## config.mk

```make
export PLATFORM = sky130hd
export DESIGN_NAME = sram_fifo_ctrl_flat
export DESIGN_NICKNAME = d
export VERILOG_FILES = /design/src/rtl/sram_fifo_ctrl_if.sv /design/src/rtl/sram_fifo_ctrl.sv /design/src/flat_wrapper.sv
export SDC_FILE = /design/constraint.sdc
export NUM_CORES = 1
export LEC_CHECK = 0
export CAP_MARGIN = 5
export CORE_MARGIN = 2
export CORE_UTILIZATION = 36
export DETAILED_ROUTE_END_ITERATION = 16
export PLACE_DENSITY = 0.66
export SLEW_MARGIN = 20
export SYNTH_ARGS = -nofsm -noshare
export SYNTH_HDL_FRONTEND = slang
export SYNTH_SLANG_ARGS = --single-unit
```

## constraint.sdc

```tcl
create_clock -name clk -period 3.85 [get_ports clk]
set_input_delay 0.5775 -clock clk [delete_from_list [all_inputs] [get_ports clk]]
set_output_delay 0.5775 -clock clk [all_outputs]
set_load 0.005 [all_outputs]
```

## src/rtl/sram_fifo_ctrl_if.sv

```systemverilog
// Bundle of the enqueue stream, dequeue stream and SRAM port signals for sram_fifo_ctrl.
// Valid/ready: a word moves only in a cycle where valid and ready are both high; valid never waits on ready.
interface sram_fifo_ctrl_if #(
  parameter int WIDTH    = 8,
  parameter int LG_DEPTH = 6
);
  logic                io_enq_valid;
  logic                io_enq_ready;
  logic [WIDTH-1:0]    io_enq_bits;
  logic                io_deq_valid;
  logic                io_deq_ready;
  logic [WIDTH-1:0]    io_deq_bits;
  logic [LG_DEPTH+1:0] io_count;
  logic [WIDTH-1:0]    io_sram_dinW;
  logic [LG_DEPTH-1:0] io_sram_addrW;
  logic                io_sram_weW;
  logic [LG_DEPTH-1:0] io_sram_addrR;
  logic [WIDTH-1:0]    io_sram_doutR;

  modport master (
    input  io_enq_valid, io_enq_bits, io_deq_ready, io_sram_doutR,
    output io_enq_ready, io_deq_valid, io_deq_bits, io_count,
           io_sram_dinW, io_sram_addrW, io_sram_weW, io_sram_addrR
  );

  modport slave (
    output io_enq_valid, io_enq_bits, io_deq_ready, io_sram_doutR,
    input  io_enq_ready, io_deq_valid, io_deq_bits, io_count,
           io_sram_dinW, io_sram_addrW, io_sram_weW, io_sram_addrR
  );
endinterface

```

## src/rtl/sram_fifo_ctrl.sv

```systemverilog
// Queue controller driving a 1R/1W SRAM with a 2-entry output buffer hiding read latency.
// Optional macro SRAM_FIFO_CTRL_BYPASS_EN lets words skip the SRAM when the queue is drained.
module sram_fifo_ctrl #(
  parameter int WIDTH    = 8,
  parameter int DEPTH    = 64,
  parameter int LG_DEPTH = 6
) (
  input  logic                  clk,
  input  logic                  reset_n,
  sram_fifo_ctrl_if.master      bus
);
  localparam logic [LG_DEPTH:0] L_FULL = (LG_DEPTH+1)'(DEPTH);

  logic [LG_DEPTH-1:0] r_wr_ptr;
  logic [LG_DEPTH-1:0] r_rd_ptr;
  logic [LG_DEPTH:0]   r_mem_count;
  logic                r_rd_pend;
  logic [1:0]          r_ob_vld;
  logic [WIDTH-1:0]    r_ob_data [2];

  logic                w_enq_ready;
  logic                w_enq_fire;
  logic                w_deq_fire;
  logic                w_rd_fire;
  logic                w_bypass;
  logic                w_mem_wr;
  logic                w_ins;
  logic [WIDTH-1:0]    w_ins_data;
  logic [1:0]          w_occ;
  logic [2:0]          w_rd_slots;
  logic [1:0]          w_nx_vld;
  logic [WIDTH-1:0]    w_nx_data [2];

  assign w_enq_ready = (r_mem_count < L_FULL);
  assign w_enq_fire  = bus.io_enq_valid & w_enq_ready;
  assign w_deq_fire  = r_ob_vld[0] & bus.io_deq_ready;
  assign w_occ       = {1'b0, r_ob_vld[0]} + {1'b0, r_ob_vld[1]};

  // Slots still claimed after this cycle's dequeue; a new read needs one spare.
  assign w_rd_slots  = {1'b0, w_occ} + {2'b0, r_rd_pend} - {2'b0, w_deq_fire};
  assign w_rd_fire   = (r_mem_count != '0) && (w_rd_slots < 3'd2);

`ifdef SRAM_FIFO_CTRL_BYPASS_EN
  // Nothing older sits in SRAM or in flight, so the word may go straight to the buffer.
  assign w_bypass = w_enq_fire && (r_mem_count == '0) && !r_rd_pend &&
                    (({1'b0, w_occ} - {2'b0, w_deq_fire}) < 3'd2);
`else
  assign w_bypass = 1'b0;
`endif

  assign w_mem_wr   = w_enq_fire & ~w_bypass;
  assign w_ins      = r_rd_pend | w_bypass;
  assign w_ins_data = r_rd_pend ? bus.io_sram_doutR : bus.io_enq_bits;

  always_comb begin
    w_nx_vld     = r_ob_vld;
    w_nx_data[0] = r_ob_data[0];
    w_nx_data[1] = r_ob_data[1];
    if (w_deq_fire) begin
      w_nx_vld     = {1'b0, r_ob_vld[1]};
      w_nx_data[0] = r_ob_data[1];
    end
    if (w_ins) begin
      if (!w_nx_vld[0]) begin
        w_nx_vld[0]  = 1'b1;
        w_nx_data[0] = w_ins_data;
      end else begin
        w_nx_vld[1]  = 1'b1;
        w_nx_data[1] = w_ins_data;
      end
    end
  end

  always_ff @(posedge clk) begin
    if (!reset_n) begin
      r_wr_ptr     <= '0;
      r_rd_ptr     <= '0;
      r_mem_count  <= '0;
      r_rd_pend    <= 1'b0;
      r_ob_vld     <= 2'b00;
      r_ob_data[0] <= '0;
      r_ob_data[1] <= '0;
    end else begin
      if (w_mem_wr)  r_wr_ptr <= r_wr_ptr + 1'b1;
      if (w_rd_fire) r_rd_ptr <= r_rd_ptr + 1'b1;
      r_mem_count  <= r_mem_count + (LG_DEPTH+1)'(w_mem_wr) - (LG_DEPTH+1)'(w_rd_fire);
      r_rd_pend    <= w_rd_fire;
      r_ob_vld     <= w_nx_vld;
      r_ob_data[0] <= w_nx_data[0];
      r_ob_data[1] <= w_nx_data[1];
    end
  end

  assign bus.io_enq_ready  = w_enq_ready;
  assign bus.io_deq_valid  = r_ob_vld[0];
  assign bus.io_deq_bits   = r_ob_data[0];
  assign bus.io_count      = (LG_DEPTH+2)'(r_mem_count) + (LG_DEPTH+2)'(r_rd_pend) +
                             (LG_DEPTH+2)'(w_occ);
  assign bus.io_sram_dinW  = bus.io_enq_bits;
  assign bus.io_sram_addrW = r_wr_ptr;
  assign bus.io_sram_weW   = w_mem_wr;
  assign bus.io_sram_addrR = r_rd_ptr;
endmodule

```

## src/flat_wrapper.sv

```systemverilog
// flat-port wrapper written by rule: the top's interface ports become plain ports
module sram_fifo_ctrl_flat 
#(
  parameter int WIDTH    = 8,
  parameter int DEPTH    = 64,
  parameter int LG_DEPTH = 6
)
  (clk, reset_n, bus_io_enq_valid, bus_io_enq_bits, bus_io_deq_ready, bus_io_sram_doutR, bus_io_enq_ready, bus_io_deq_valid, bus_io_deq_bits, bus_io_count, bus_io_sram_dinW, bus_io_sram_addrW, bus_io_sram_weW, bus_io_sram_addrR);
  sram_fifo_ctrl_if #(.WIDTH(WIDTH), .LG_DEPTH(LG_DEPTH)) bus_i ();
  input  logic clk;
  input  logic reset_n;
  input wire logic [$bits(bus_i.io_enq_valid)-1:0] bus_io_enq_valid;
  input wire logic [$bits(bus_i.io_enq_bits)-1:0] bus_io_enq_bits;
  input wire logic [$bits(bus_i.io_deq_ready)-1:0] bus_io_deq_ready;
  input wire logic [$bits(bus_i.io_sram_doutR)-1:0] bus_io_sram_doutR;
  output wire logic [$bits(bus_i.io_enq_ready)-1:0] bus_io_enq_ready;
  output wire logic [$bits(bus_i.io_deq_valid)-1:0] bus_io_deq_valid;
  output wire logic [$bits(bus_i.io_deq_bits)-1:0] bus_io_deq_bits;
  output wire logic [$bits(bus_i.io_count)-1:0] bus_io_count;
  output wire logic [$bits(bus_i.io_sram_dinW)-1:0] bus_io_sram_dinW;
  output wire logic [$bits(bus_i.io_sram_addrW)-1:0] bus_io_sram_addrW;
  output wire logic [$bits(bus_i.io_sram_weW)-1:0] bus_io_sram_weW;
  output wire logic [$bits(bus_i.io_sram_addrR)-1:0] bus_io_sram_addrR;
  assign bus_i.io_enq_valid = bus_io_enq_valid;
  assign bus_i.io_enq_bits = bus_io_enq_bits;
  assign bus_i.io_deq_ready = bus_io_deq_ready;
  assign bus_i.io_sram_doutR = bus_io_sram_doutR;
  assign bus_io_enq_ready = bus_i.io_enq_ready;
  assign bus_io_deq_valid = bus_i.io_deq_valid;
  assign bus_io_deq_bits = bus_i.io_deq_bits;
  assign bus_io_count = bus_i.io_count;
  assign bus_io_sram_dinW = bus_i.io_sram_dinW;
  assign bus_io_sram_addrW = bus_i.io_sram_addrW;
  assign bus_io_sram_weW = bus_i.io_sram_weW;
  assign bus_io_sram_addrR = bus_i.io_sram_addrR;
  sram_fifo_ctrl #(.WIDTH(WIDTH), .DEPTH(DEPTH), .LG_DEPTH(LG_DEPTH)) u_core (.clk(clk), .reset_n(reset_n), .bus(bus_i));
endmodule
```

-- Word-level counts from Yosys, hierarchy flattened
Memories as Yosys holds them, arrays and structs flattened.
Cells that the tools add are included.
- ROM bits: 0
- word-level logic and storage cells: 34
- latch bits: 0
- input bits: 20
- output and inout port bits: 39
- memories kept: 1
- register bits after elaboration: 22
- bits in writable memories: 16
- magnitude comparators: 2
- muxes and demuxes: 11
- div/mod/pow operators: 0
- shift-type cells: 0
- bitwise operators: 4
- reductions and logical operators: 2
- eq/ne operators: 0
- $add $sub $neg: 9
- multipliers: 0
- memory list (name ; words ; width ; rd ports ; clocked after memory_dff ; wr ports ; line ; text):
    u_core.r_ob_data ; 2 ; 8 ; 2 ; 0 ; 2 ; sram_fifo_ctrl.sv:19 ; logic [WIDTH-1:0] r_ob_data [2];
- operators by type and width (kind ; count):
    two-way mux 8 bit ; 5
    two-way mux 16 bit ; 1
    adder 6 x 1 -> 6 bit (second input constant) ; 2
    adder 7 x 1 -> 8 bit ; 1
    adder 8 x 2 -> 8 bit ; 1
    adder 7 x 1 -> 7 bit ; 1
    < comparator 7 bit (second input constant) ; 1
    nonzero test 7 bit ; 1
    subtractor 7 x 1 -> 7 bit ; 1
    two-way mux 2 bit ; 2
    adder 2 x 1 -> 3 bit ; 1
    < comparator 3 x 2 -> 1 bit (second input constant) ; 1
    two-way mux 1 bit ; 3
    subtractor 3 x 1 -> 3 bit ; 1
    adder 1 x 1 -> 2 bit ; 1
    AND 1 bit ; 2
    bitwise OR 1 bit ; 2
    logical AND 1 bit ; 1

-- Depth between registers and ports, before layout
- depth in word-level cells: 6
- gate-level depth with buffers: 18
- gate-level depth less buffers: 16

-- Worst setup path before layout
Ideal clock, no wire load.
- path kind: input to register
- start: in bus_io_deq_ready
- end: reg u_core.r_mem_count[6]
- cell stages on the path: 18
- arrival: 3.839 ns
- slack: -0.051 ns
- buffers on the path: 2
- setup time: 0.062 ns
- required time: 3.788 ns
- path through: buf_2 -> nand2_1 -> clkbuf_1 -> nor2_1 -> o21ai_0 -> fa_1 -> xnor2_2 -> o211ai_4 -> inv_1 -> ha_1 -> inv_1 -> ha_1 -> inv_1 -> fa_1 -> nor2b_1 -> o221ai_1 -> a2111o_1 -> nand3_1
- cells in the longest elaborated chain, start to end: 5
- ends and longest elaborated chain (what ; line ; text):
    from (decl) ; flat_wrapper.sv:14 ; input wire logic [$bits(bus_i.io_deq_ready)-1:0] bus_io_deq_ready;
    AND 1 bit ; sram_fifo_ctrl.sv:36 ; assign w_deq_fire = r_ob_vld[0] & bus.io_deq_ready;
    subtractor 3 x 1 -> 3 bit ; sram_fifo_ctrl.sv:40 ; assign w_rd_slots = {1'b0, w_occ} + {2'b0, r_rd_pend} - {2'b0, w_deq_fire};
    < comparator 3 x 2 -> 1 bit ; sram_fifo_ctrl.sv:41 ; assign w_rd_fire = (r_mem_count != '0) && (w_rd_slots < 3'd2);
    logical AND 1 bit ; sram_fifo_ctrl.sv:41 ;
    net u_core.w_rd_fire ; sram_fifo_ctrl.sv:24 ; logic w_rd_fire;
    subtractor 7 x 1 -> 7 bit ; sram_fifo_ctrl.sv:86 ; r_mem_count <= r_mem_count + (LG_DEPTH+1)'(w_mem_wr) - (LG_DEPTH+1)'(w_rd_fire);
    to (signal assigned) ; sram_fifo_ctrl.sv:86 ;
    to (decl) ; sram_fifo_ctrl.sv:16 ; logic [LG_DEPTH:0] r_mem_count;
The timed path passes the listed nets, and every way through them passes these cells.
A chain may end at the register's enable or synchronous reset.

-- Worst setup path after layout
Same ends and word-level chain as after synthesis.

==> flow_metrics.tcl <==
set metrics [dict create \
    critical_path_class "primary input to register" \
    place_inst 344 \
    antenna_found_initial 0 \
    min-delay-start "u_core.bus.io_sram_addrR[5]" \
    ir_drop_mv 0.393 \
    hp-class "register to register" \
    r2r_end "u_core.r_mem_count[6]" \
    layout.nets 317 \
    dp_hpwl_mm 3.28 \
    routed_wl_mm 4.34 \
    synthesis.area_mm2 0.00216 \
    r2r_start "u_core.r_ob_vld[0]" \
    status "complete, no violations" \
    synth_cell_types 40 \
    start_util_pct 36.9 \
    synthCells 244 \
    numCtsBuffers 5 \
    io_pins 59 \
    required_ns 4.07 \
    cp_cell_sequence "clkdlybuf4s50_1 -> nand2_1 -> and2_1 -> o21ai_1 -> fa_1 -> o211ai_4 -> inv_2 -> ha_1 -> inv_1 -> ha_1 -> inv_1 -> fa_2 -> nor2b_2 -> o221ai_1 -> a2111o_1 -> nand3_1" \
    drc 0 \
    synth_top_area_share_pct 35.2 \
    grt_max_degree 28 \
    drt-initial-drc-count 36 \
    timing.final.crit_share_pct 93.2 \
    grt_pass1_wl_mm 7.23 \
    die_y_um 81.4 \
    antenna-diode-count 0 \
    rows 28 \
    tritoncts "done" \
    synth-adder-area-share_pct 13.6 \
    first_pass_iters 4 \
    worst_slack_ns 0.264 \
    synth_compound_area_share_pct 11.1 \
    worst-path-buf-inv 4 \
    cp_max_fo 3 \
    cts_setup_buffers 0 \
    setup_viol 0 \
    muxShareOfSynthArea_pct 4.64 \
    synthTopCellsByArea "dfxtp_1 35%, ha_1 9.9%, buf_4 5.9%, nor2_1 5.9%, mux2i_1 4.6%" \
    fin_cells 351 \
    die_area_mm2 0.00663 \
    htreeDepth 2 \
    yosys.area_share.xor_xnor_pct 5.62 \
    crit_family "adder cells" \
    synth-main-ff-cell "dfxtp_1" \
    post-place-ws_ns -0.142 \
    worstSetupEndpointType "register" \
    drv_cap 0 \
    hold_viol 0 \
    critPathLaunchType "primary input" \
    async_reset_ff_share_pct 0 \
    ys_seq_area_share_pct 35.2 \
    port_buffers 42 \
    yosysTopAreaCell "dfxtp_1" \
    synth_warnings 0 \
    min_period_ns 3.59 \
    viasPerCell 4.91 \
    fin_util_pct 46.0 \
    slew-limit-headroom_pct 60.9 \
    grt_pass1_vias 1649 \
    synth_top_family_by_area "simple AND/OR/NAND/NOR gates" \
    synth.avg_cell_area_um2 8.85 \
    critical-path-max-stage-delay_ns 0.50 \
    area_growth_pct 24.8 \
    clk_latency_ns 0.28 \
    grt.total_usage_pct 14.0 \
    holdPathStages 2 \
    yosys.area_share.simple_pct 19.5 \
    power_leakage_nw 1.13 \
    ys_ff_latch 38 \
    worst_path_max_delay_cell "clkdlybuf4s50_1" \
    vias 1724 \
    fin_skew_ns 0.00423 \
    slew_violations 0 \
    detail-route-antenna-nets 0 \
    synth_nets 285 \
    drive_gt1_share_pct 9.78 \
    cts-root-buf "clkbuf_8" \
    synth-edff-count 0 \
    clock-sinks 38 \
    grt.overflow.total 0 \
    power.density_mw_per_mm2 716 \
    r2r_cells 15 \
    holdPathEnd "u_core.bus.io_sram_addrR[5]" \
    cts.clk_slew.worst_paths_ns 0.07 \
    fp.dieW_um 81.4 \
    rsz0062_at_grt "false" \
    place.gp.congestion 0.757 \
    ff2ff_setup_slack_ns 0.52 \
    tightestPinTransition_ns 0.585 \
    wl_per_cell_um 12.4 \
    coreArea_mm2 0.00585 \
    cts_buffer_depth 2 \
    fin_setup_tns_ns 0 \
    timing.fmax_ghz 0.279 \
    cp.arrival_ns 3.81 \
]
per-layer routing:
layer  up-vias  wire, µm  global-route usage (%)  part of all wire [%]
li1        884         -                       -                     -
met1       807      2090                    16.3                    48
met2        31      2040                    25.1                    47
met3         2       181                    4.18                   4.2
met4         0        26                    3.56                  0.60
met5         -         0                       0                     0
area by class of cell:
| cell class | count | area, µm² |
|---|---|---|
| inverters | 15 | 56.3 |
| clock inverters | 1 | 30.0 |
| flip-flops and latches | 38 | 761 |
| repair buffers | 51 | 488 |
| multi-input cells | 165 | 1180 |
| clock buffers | 6 | 82.6 |
| fillers | 574 | 3160 |
| well taps | 75 | 93.8 |
tightest hold or removal path: cells and delay by family (launching register included):
family	cells	cell delay, ns
DFF	1	0.32
AOI/OAI and AO/OA	2	0.11
cell usage in the layout, fill, tap and decap left out, types with 2 or more instances in the layout:
| master | Yosys | layout |
|---|---|---|
| a21oi_1 | 9 | 9 |
| xnor2_1 | 7 | 7 |
| nand4_1 | 5 | 5 |
| buf_4 | 17 | 9 |
| and2_1 | 3 | 3 |
| nand3_1 | 15 | 15 |
| nand2_1 | 17 | 17 |
| mux2i_1 | 10 | 10 |
| or3_2 | 2 | 2 |
| a31oi_1 | 2 | 2 |
| clkbuf_8 | 0 | 6 |
| inv_1 | 14 | 13 |
| fa_1 | 4 | 3 |
| a311oi_1 | 8 | 8 |
| nor3_1 | 2 | 2 |
| ha_1 | 17 | 17 |
| clkdlybuf4s50_1 | 0 | 42 |
| nor2_1 | 34 | 33 |
| o21ai_0 | 4 | 3 |
| and3_1 | 2 | 2 |
| dfxtp_1 | 38 | 38 |
| nor2b_1 | 3 | 2 |
| xor2_1 | 5 | 5 |
registers in the layout (all words and copies together) (netlist names):
name	cells
u_core.r_ob_data	16
u_core.r_mem_count	7
u_core.r_rd_pend	1
u_core.bus.io_sram_addrR	6
u_core.r_ob_vld	2
u_core.bus.io_sram_addrW	6
synthesized netlist by cell type, types with 2 or more instances:
library cell	instances
xnor2_1	7
and3_1	2
nand2_1	17
nor3_1	2
a21oi_1	9
dfxtp_1	38
a311oi_1	8
nor2b_1	3
buf_4	17
a31oi_1	2
clkbuf_1	5
o21ai_0	4
nand4_1	5
and2_1	3
fa_1	4
nand3_1	15
inv_1	14
ha_1	17
nor2_1	34
mux2i_1	10
xor2_1	5
buf_2	4
or3_2	2
power by group:
part	internal, W	leakage [nW]	switching (W)	total, W
clock	0.000207	0.0573	0.000135	0.000342
sequential	0.000489	0.312	0.000102	0.000591
combinational	0.000540	0.763	0.000456	0.000996
total	0.00124	1.13	0.000692	0.00193
cell families (layout without fill, tap and decap cells):
family                     count (synthesis)  count (layout)
xor gates and xnor gates                  13              13
AOI/OAI and AO/OA                         32              32
and+or+nand+nor                           89              89
buffers and inverters                     41              73
DFF                                       38              38
adders and majority gates                 21              21
muxes                                     10              10
worst max path at each step:
stage	to	start	cells past startpoint
final	u_core.r_mem_count[6]	bus_io_deq_ready	16
after floorplan	u_core.r_mem_count[6]	bus_io_deq_ready	18
after global placement	u_core.r_mem_count[6]	bus_io_deq_ready	16
after CTS	u_core.r_mem_count[6]	bus_io_deq_ready	16
after detailed placement	u_core.r_mem_count[6]	bus_io_deq_ready	16
after global routing	u_core.r_mem_count[6]	bus_io_deq_ready	16
through the flow:
stage          total power (W)  area [µm²]  hold slack (ns)
2_1_floorplan          0.00123        2160            0.448
3_3_place_gp           0.00158        2580            0.468
3_5_place_dp           0.00160        2580            0.469
4_1_cts                0.00195        2690            0.482
5_1_grt                0.00211        2690            0.522
6_report               0.00193        2690            0.481
repair_timing:
item / 4_1_cts / 5_1_grt
gates resized for setup: 0 / 3
setup endpoints to repair: 0 / 1
hold buffers: 0 / 0
Note: power is estimated with default switching activity, not from simulation.
